$ cat src/rtl/bridge_pkg.sv
// Shared definitions for the AHB-to-APB bridge: request packet layout,
// APB master state encoding and the data returned by a timed-out read.
package bridge_pkg;

    localparam int PKT_W         = 41;
    localparam int PKT_WRITE_BIT = 40;
    localparam int PKT_DATA_MSB  = 39;
    localparam int PKT_DATA_LSB  = 8;
    localparam int PKT_ADDR_MSB  = 7;

    localparam logic [31:0] TIMEOUT_RD_DATA = 32'h0;

    typedef enum logic [1:0] {
        IDLE   = 2'd0,
        SETUP  = 2'd1,
        ACCESS = 2'd2
    } apb_state_e;

endpackage

$ cat src/rtl/apb_timeout_counter.sv
// Counts ACCESS cycles spent with PREADY low; o_expired flags the last
// cycle a transfer is allowed to wait before being forced to complete.
module apb_timeout_counter #(
    parameter int TIMEOUT_CYCLES = 16
) (
    input  logic i_clk,
    input  logic i_rst_n,
    input  logic i_clear,
    input  logic i_enable,
    output logic o_expired
);

    localparam int               CNT_W = $clog2(TIMEOUT_CYCLES);
    localparam logic [CNT_W-1:0] LAST  = CNT_W'(TIMEOUT_CYCLES - 1);

    logic [CNT_W-1:0] r_count;

    // Saturates at LAST so a stray enable can never wrap back to zero.
    always_ff @(posedge i_clk or negedge i_rst_n) begin
        if (!i_rst_n) begin
            r_count <= '0;
        end else if (i_clear) begin
            r_count <= '0;
        end else if (i_enable && (r_count != LAST)) begin
            r_count <= r_count + 1'b1;
        end
    end

    assign o_expired = (r_count == LAST);

endmodule

$ cat src/rtl/apb_master_fsm.sv
// APB master back end of the AHB-to-APB bridge: accepts one request packet
// at a time, runs SETUP/ACCESS, and reports read data, slave errors and timeouts.
module apb_master_fsm
    import bridge_pkg::*;
#(
    parameter int TIMEOUT_CYCLES = 16
) (
    input  logic              HCLK,
    input  logic              RESETn,
    input  logic [PKT_W-1:0]  Packet_In,
    input  logic              H_Valid,
    output logic              Bridge_Ready,
    output logic [31:0]       Bridge_Rd_Data,
    output logic              Bridge_Rd_Valid,
    output logic              Bridge_Err,
    output logic [7:0]        PADDR,
    output logic [31:0]       PWDATA,
    output logic              PWRITE,
    output logic              PSEL,
    output logic              PENABLE,
    input  logic [31:0]       PRDATA,
    input  logic              PREADY,
    input  logic              PSLVERR
);

    apb_state_e  r_state;
    logic        r_ready;
    logic        r_psel;
    logic        r_penable;
    logic        r_pwrite;
    logic        r_rd_valid;
    logic        r_err;
    logic [7:0]  r_paddr;
    logic [31:0] r_pwdata;
    logic [31:0] r_rd_data;

    logic w_cnt_clear;
    logic w_cnt_enable;
    logic w_expired;
    logic w_done;

    assign w_cnt_clear  = (r_state == SETUP);
    assign w_cnt_enable = (r_state == ACCESS) && !PREADY;
    // PREADY wins on the final wait cycle, so that case is a normal completion.
    assign w_done       = PREADY || w_expired;

    apb_timeout_counter #(
        .TIMEOUT_CYCLES (TIMEOUT_CYCLES)
    ) u_timeout (
        .i_clk     (HCLK),
        .i_rst_n   (RESETn),
        .i_clear   (w_cnt_clear),
        .i_enable  (w_cnt_enable),
        .o_expired (w_expired)
    );

    always_ff @(posedge HCLK or negedge RESETn) begin
        if (!RESETn) begin
            r_state    <= IDLE;
            r_ready    <= 1'b0;
            r_psel     <= 1'b0;
            r_penable  <= 1'b0;
            r_pwrite   <= 1'b0;
            r_rd_valid <= 1'b0;
            r_err      <= 1'b0;
            r_paddr    <= '0;
            r_pwdata   <= '0;
            r_rd_data  <= '0;
        end else begin
            r_rd_valid <= 1'b0;
            r_err      <= 1'b0;
            case (r_state)
                IDLE: begin
                    if (H_Valid && r_ready) begin
                        r_paddr  <= Packet_In[PKT_ADDR_MSB:0];
                        r_pwdata <= Packet_In[PKT_DATA_MSB:PKT_DATA_LSB];
                        r_pwrite <= Packet_In[PKT_WRITE_BIT];
                        r_ready  <= 1'b0;
                        r_psel   <= 1'b1;
                        r_state  <= SETUP;
                    end else begin
                        r_ready  <= 1'b1;
                    end
                end
                SETUP: begin
                    r_penable <= 1'b1;
                    r_state   <= ACCESS;
                end
                ACCESS: begin
                    if (w_done) begin
                        r_state   <= IDLE;
                        r_psel    <= 1'b0;
                        r_penable <= 1'b0;
                        r_ready   <= 1'b1;
                        r_err     <= PREADY ? PSLVERR : 1'b1;
                        if (!r_pwrite) begin
                            r_rd_valid <= 1'b1;
                            r_rd_data  <= PREADY ? PRDATA : TIMEOUT_RD_DATA;
                        end
                    end
                end
                default: begin
                    r_state   <= IDLE;
                    r_psel    <= 1'b0;
                    r_penable <= 1'b0;
                    r_ready   <= 1'b0;
                end
            endcase
        end
    end

    assign Bridge_Ready    = r_ready;
    assign Bridge_Rd_Data  = r_rd_data;
    assign Bridge_Rd_Valid = r_rd_valid;
    assign Bridge_Err      = r_err;
    assign PADDR           = r_paddr;
    assign PWDATA          = r_pwdata;
    assign PWRITE          = r_pwrite;
    assign PSEL            = r_psel;
    assign PENABLE         = r_penable;

endmodule

$ cat config.mk
export PLATFORM = sky130hd
export DESIGN_NAME = apb_master_fsm
export DESIGN_NICKNAME = d
export VERILOG_FILES = /design/src/rtl/bridge_pkg.sv /design/src/rtl/apb_timeout_counter.sv /design/src/rtl/apb_master_fsm.sv
export SDC_FILE = /design/constraint.sdc
export NUM_CORES = 1
export LEC_CHECK = 0
export CORE_MARGIN = 2
export CORE_UTILIZATION = 44
export DETAILED_ROUTE_END_ITERATION = 12
export PLACE_DENSITY = 0.83
export SLEW_MARGIN = 0
export SYNTH_ARGS = -nofsm -noshare
export SYNTH_HDL_FRONTEND = slang
export SYNTH_SLANG_ARGS = --single-unit
$ cat constraint.sdc
create_clock -name HCLK -period 3.9 [get_ports HCLK]
set_input_delay 0.585 -clock HCLK [delete_from_list [all_inputs] [get_ports HCLK]]
set_output_delay 0.585 -clock HCLK [all_outputs]
set_load 0.01 [all_outputs]
==> results of run 1 <==
## stage by stage
step           util [%]  hold slack (ns)
2_1_floorplan         -            0.289
3_3_place_gp       66.6            0.464
3_5_place_dp       66.6            0.475
4_1_cts            69.2            0.442
5_1_grt            69.2            0.497
6_report           69.2            0.401
## routing by layer
metal  vias to the layer above  routed length, um  global-route usage, %
li1                       1094                  -                      -
met1                      1120               3440                   24.9
met3                        11                445                   4.69
met5                         -                  0                      0
met4                         0                130                   8.21
met2                       108               3520                   29.6
## how the worst max path moves through the flow
| stage | start | end | slack [ns] | depth (start not counted) |
|---|---|---|---|---|
| final | H_Valid | PWDATA[28] | 1.66 | 5 |
| after global routing | r_state[1] | Bridge_Rd_Data[14] | 1.50 | 3 |
| after CTS | H_Valid | PWDATA[6] | 1.65 | 5 |
| after detailed placement | H_Valid | PWDATA[6] | 1.27 | 5 |
| after global placement | H_Valid | PWDATA[23] | 1.35 | 5 |
| after floorplan | H_Valid | PWDATA[10] | 2.32 | 4 |
## logic make-up (layout without fill, tap and decap cells)
family	Yosys count	in the layout	share of synthesized area, %
simple gates	19	19	3.76
flops	84	84	64.4
mux	41	41	14.1
fa+ha+maj	1	1	0.383
compound gates	51	51	12.5
buf+inv	18	175	4.90
## cells in the mapped netlist (all sizes together), types with 2 or more instances
cell | count | area share (%)
nor3b | 2 | 0.61
nor2 | 3 | 0.34
a21oi | 4 | 0.61
nand2 | 5 | 0.65
buf | 13 | 4.3
o21a | 2 | 0.46
a31oi | 3 | 0.57
nand2b | 2 | 0.38
o21ai | 3 | 0.46
mux2 | 41 | 14
dfrtp | 84 | 64
inv | 5 | 0.57
a22o | 32 | 8.6
## flip-flops by register name, indices dropped and copies added (netlist names)
signal	cells
Bridge_Err	1
Bridge_Rd_Data	32
Bridge_Rd_Valid	1
Bridge_Ready	1
PADDR	8
PENABLE	1
PSEL	1
PWDATA	32
PWRITE	1
r_state	2
u_timeout.r_count	4
## worst max-delay path, stage by stage
cell,delay [ns]
clkdlybuf4s50_1,0.48
nand2_1,0.09
nor3_4,0.43
buf_4,0.48
mux2_2,0.39
## power by group through the flow
stage | sequential (W) | combinational (W) | clock (W)
after global placement | 0.00153 | 0.00171 | 0
final | 0.00153 | 0.00173 | 0.000607
after detailed placement | 0.00155 | 0.00176 | 0
after floorplan | 0.00169 | 0.000661 | 0
after CTS | 0.00154 | 0.00176 | 0.000620
after global routing | 0.00159 | 0.00185 | 0.000652
## area by class of cell
cell class / count / area [um2]
Clock inverter: 2 / 35.0
Inverter: 5 / 18.8
Sequential cell: 84 / 2100
Tap cell: 99 / 124
Clock buffer: 12 / 155
Fill cell: 563 / 2220
Timing Repair Buffer: 156 / 1560
Multi-Input combinational cell: 112 / 1000
==> run_results.csv, run 1 <==
group,metric,value,unit
sta,clock-skew-final,0.00801,ns
hold_path,worstHoldPathType,"in2async",
clocking,cts_tree,"built",
clocking,clk_latency,0.34,ns
global_route,grt_max_degree,85,
sta,period_needed,2.24,ns
place,preCtsSetupSlack,1.27,ns
clocking,cts-hold-fix-buffers,0,
global_route,first_global_vias,2309,
critical_path,crit_type,"in2reg",
place,post_dp_cell_area,4800,um2
drt,via_count,2333,
sta,rsz0062_at_grt,"false",
power_and_ir_drop,totalPowerFinal,0.00387,W
critical_path,worstPathMaxFanout,33,
synth,postSynthCellCount,214,
cells_and_area,final_common_cell,"clkdlybuf4s50_1",
clocking,path_clk_slew,0.08,ns
power_and_ir_drop,pwr-share-comb,44.7,%
sta,period_share,57.5,%
synth,synth_edf_count,0,
critical_path,setup.worst_path.start_class,"primary input",
cells_and_area,syn2layout_area_growth,53.0,%
cells_and_area,drive_gt1_share,15.4,%
drt,wl_per_cell,16.0,um
synth,ys_seq_area_share,64.4,%
critical_path,worst_r2r_endpoint,"Bridge_Rd_Data[14]",
cells_and_area,diodes,0,
place,port_buffers,155,
synth,synth_cell_type_count,33,
cells_and_area,final_cell_mix,"clkdlybuf4s50_1 (154), dfrtp_1 (84), mux2_2 (38), a22o_1 (32), clkbuf_8 (11)",
synth,synth_seq_cells,84,
power_and_ir_drop,p_per_area,776,nW/um2
critical_path,endpoint_kind,"flip-flop",
critical_path,critPathRequiredTime,4.13,ns
power_and_ir_drop,pwr-share-clk,15.7,%
sta,fin_tns_setup,0,ns
drt,drt_iter0_drc,88,
power_and_ir_drop,p_switching,0.00117,W
clocking,post-cts-setup-buffer-count,0,
synth,syn_area_per_cell,15.3,um2
global_route,antenna_found_initial,0,
synth,synthFlopType,"dfrtp_1",
cells_and_area,final-instance-count-excl-fill,470,
synth,synth-warning-count,0,
critical_path,regToRegSetupSlack,1.73,ns
critical_path,r2r_start,"r_state[1]",
run,drv_cap,0,
power_and_ir_drop,internal-power,0.00271,W
drt,drtAntennaViolNets,0,
floorplan,coreArea,7210,um2
sta,worstMarginPinSlew,1.13,ns
floorplan,num_rows,31,
clocking,cts-root-buf,"clkbuf_8",
drt,drc,0,
synth,synthArstFlopShare,100,%
floorplan,io_pins,156,
place,dp_hpwl,5390,um
floorplan,initial_core_util,45.3,%
floorplan,fp.dieH,90.2,um
sta,final_max_slew_viol_count,0,
drt,dr.pass1.iters,4,
power_and_ir_drop,ir_drop,390,uV
sta,fin_ws,1.66,ns
floorplan,die_width,90.2,um
floorplan,die_area,8130,um2
critical_path,ff2ff_path_depth,3,
global_route,track_usage,18.8,%
drt,wl,7530,um
sta,setup_viol,0,
drt,via_per_inst,4.96,
clocking,clock_sinks,84,
sta,fmax,446,MHz
cells_and_area,nets,447,
clocking,cts_buffer_depth,2,
critical_path,arrival,2.47,ns
clocking,cts_made_buffers,9,
place,placed_cells,456,
synth,syn_nets,293,
power_and_ir_drop,pwr-share-seq,39.6,%
power_and_ir_drop,swShare,30.1,%
clocking,cts_resized,0,
power_and_ir_drop,p_leak,2.08,nW
sta,relSlewSlack,25.0,%
sta,hold_viol,0,
synth,synth_area,3270,um2
status,status,"finished clean",
clocking,h-tree-depth,3,
place,place_congestion,0.754,
cells_and_area,design_area,4990,um2
global_route,grt-ovfl-total,0,
global_route,grt_pass1_wl,11900,um
No activity file was read; power rests on OpenSTA's default activity.
==> run 2, diff against run 1 <==
--- a/config.mk
+++ b/config.mk
@@ -6,9 +6,9 @@
 export NUM_CORES = 1
 export LEC_CHECK = 0
 export CORE_MARGIN = 2
-export CORE_UTILIZATION = 44
+export CORE_UTILIZATION = 41
 export DETAILED_ROUTE_END_ITERATION = 12
-export PLACE_DENSITY = 0.83
+export PLACE_DENSITY = 0.78
 export SLEW_MARGIN = 0
 export SYNTH_ARGS = -nofsm -noshare
 export SYNTH_HDL_FRONTEND = slang
==> constraint.sdc (replaced) <==
create_clock -name HCLK -period 2.2 [get_ports HCLK]
set_input_delay 0.33 -clock HCLK [delete_from_list [all_inputs] [get_ports HCLK]]
set_output_delay 0.33 -clock HCLK [all_outputs]
set_load 0.01 [all_outputs]
==> run 2 against run 1 <==
  * Clock-buffer cell count decreased by 2
  * First-iteration DRC count down 42%
  * Global-route usage decreased by 1.4 points
  * Clock power grew 78%
  * Non-clock buffer count is 5 higher
  * Critical endpoint is now Bridge_Rd_Data[20]
  * Sequential share of layout area fell by 0.77 points
  * Largest power group unchanged
  * Wire length fell by 0.97%
  * Flip-flop and latch count is the same
  * Critical path depth decreased by 1
==> run_results.csv, run 2 (same netlist as run 1, synthesis figures left out) <==
group,metric,value,unit
place,port_buffers,155,
sta,worstMarginPinSlew,0.562,ns
sta,fin_tns_setup,0,ns
sta,period_share,76.0,%
drt,wl_per_cell,15.5,um
clocking,path_clk_slew,0.08,ns
floorplan,coreArea,7730,um2
cells_and_area,fill_cells,604,
drt,drc,0,
clocking,cts_tree,"built",
global_route,grt_max_degree,46,
power_and_ir_drop,totalPowerFinal,0.00692,W
critical_path,setup.worst_path.start_class,"flip-flop",
cells_and_area,drive_gt1_share,16.9,%
critical_path,crit_type,"reg2reg",
clocking,cts-root-buf,"clkbuf_8",
clocking,clock_sinks,84,
power_and_ir_drop,ir_drop,678,uV
sta,fmax,598,MHz
cells_and_area,final_cell_mix,"clkdlybuf4s50_1 (154), dfrtp_1 (84), mux2_2 (38), a22o_1 (32), clkbuf_8 (10)",
clocking,cts_buffer_depth,2,
drt,drtAntennaViolNets,0,
global_route,antenna_found_initial,0,
global_route,grt_pass1_wl,11800,um
sta,hold_viol,0,
global_route,track_usage,17.4,%
cells_and_area,design_area,5090,um2
critical_path,worstPathMaxFanout,32,
critical_path,endpoint_kind,"flip-flop",
global_route,first_global_vias,2402,
global_route,grt-ovfl-total,0,
drt,dr.pass1.iters,4,
floorplan,io_pins,156,
place,place_congestion,0.725,
place,post_dp_cell_area,4880,um2
sta,period_needed,1.67,ns
clocking,post-cts-setup-buffer-count,0,
place,dp_hpwl,5370,um
sta,final_max_slew_viol_count,0,
floorplan,die_area,8690,um2
sta,clock-skew-final,0.00983,ns
floorplan,num_rows,32,
sta,rsz0062_at_grt,"false",
hold_path,worstHoldPathType,"reg2reg",
cells_and_area,nets,452,
cells_and_area,final_common_cell,"clkdlybuf4s50_1",
clocking,h-tree-depth,3,
drt,via_count,2362,
critical_path,arrival,1.94,ns
sta,relSlewSlack,62.5,%
drt,wl,7460,um
critical_path,critPathRequiredTime,2.47,ns
drt,via_per_inst,4.92,
clocking,cts_made_buffers,9,
run,drv_cap,0,
clocking,clk_latency,0.34,ns
sta,holdWs,0.479,ns
floorplan,die_width,93.2,um
power_and_ir_drop,p_per_area,1360,nW/um2
status,status,"finished clean",
cells_and_area,syn2layout_area_growth,55.8,%
floorplan,initial_core_util,42.3,%
power_and_ir_drop,p_leak,2.12,nW
drt,drt_iter0_drc,51,
sta,setup_viol,0,
cells_and_area,diodes,0,
floorplan,fp.dieH,93.2,um
run 2: path summary, 6_finish.rpt:
path                            startpoint  depth (start not counted)  slack [ns]            endpoint
worst max-delay path            r_state[1]                          4        0.53  Bridge_Rd_Data[20]
min in group asynchronous           RESETn                          2        0.54           PWDATA[9]
worst min-delay path               PENABLE                          1        0.48             PENABLE
max in group asynchronous           RESETn                          3        1.03           PWDATA[1]
worst max register to register  r_state[1]                          4        0.53  Bridge_Rd_Data[20]
worst min register to register     PENABLE                          1        0.48             PENABLE
run 2: final cells by class:
type,instances,area (um2),area share [%]
timing repair buffer,161,1630,32.1
tap,102,128,2.51
inverter,5,18.8,0.369
multi-input combinational,112,1000,19.7
sequential,84,2100,41.3
clock inverter,6,63.8,1.25
clock buffer,10,138,2.71
run 2: power breakdown:
part / leakage, nW / switching [W] / internal, W
logic: 0.994 / 0.00111 / 0.00201
registers: 1.02 / 0.000459 / 0.00226
clock network: 0.0983 / 0.000524 / 0.000553
run 2: stage by stage:
step / utilization [%] / cells / setup slack [ns]
after floorplan: - / 214 / 0.773
final: 65.8 / 480 / 0.528
after global placement: 63.1 / 463 / 0.413
after CTS: 65.8 / 480 / 0.521
after global routing: 65.8 / 480 / 0.401
after detailed placement: 63.1 / 463 / 0.357
run 2: repair_timing:
item | in CTS | in global routing
gates resized for setup | 0 | 0
hold buffers | 1 | 0
hold endpoints to repair | 21 | 0
run 2: layer usage:
layer	vias up	share of wire (%)	GRT usage [%]
met5	-	0	0
met4	0	0.91	6.74
met3	7	8.1	5.24
met2	107	47	26.8
met1	1149	44	23.3
li1	1099	-	-
run 2: worst max-delay path: stages (launching register included):
cell,delay [ns]
dfrtp_1,0.64
nor3b_2,0.29
and2_1,0.15
buf_4,0.32
a22o_1,0.20
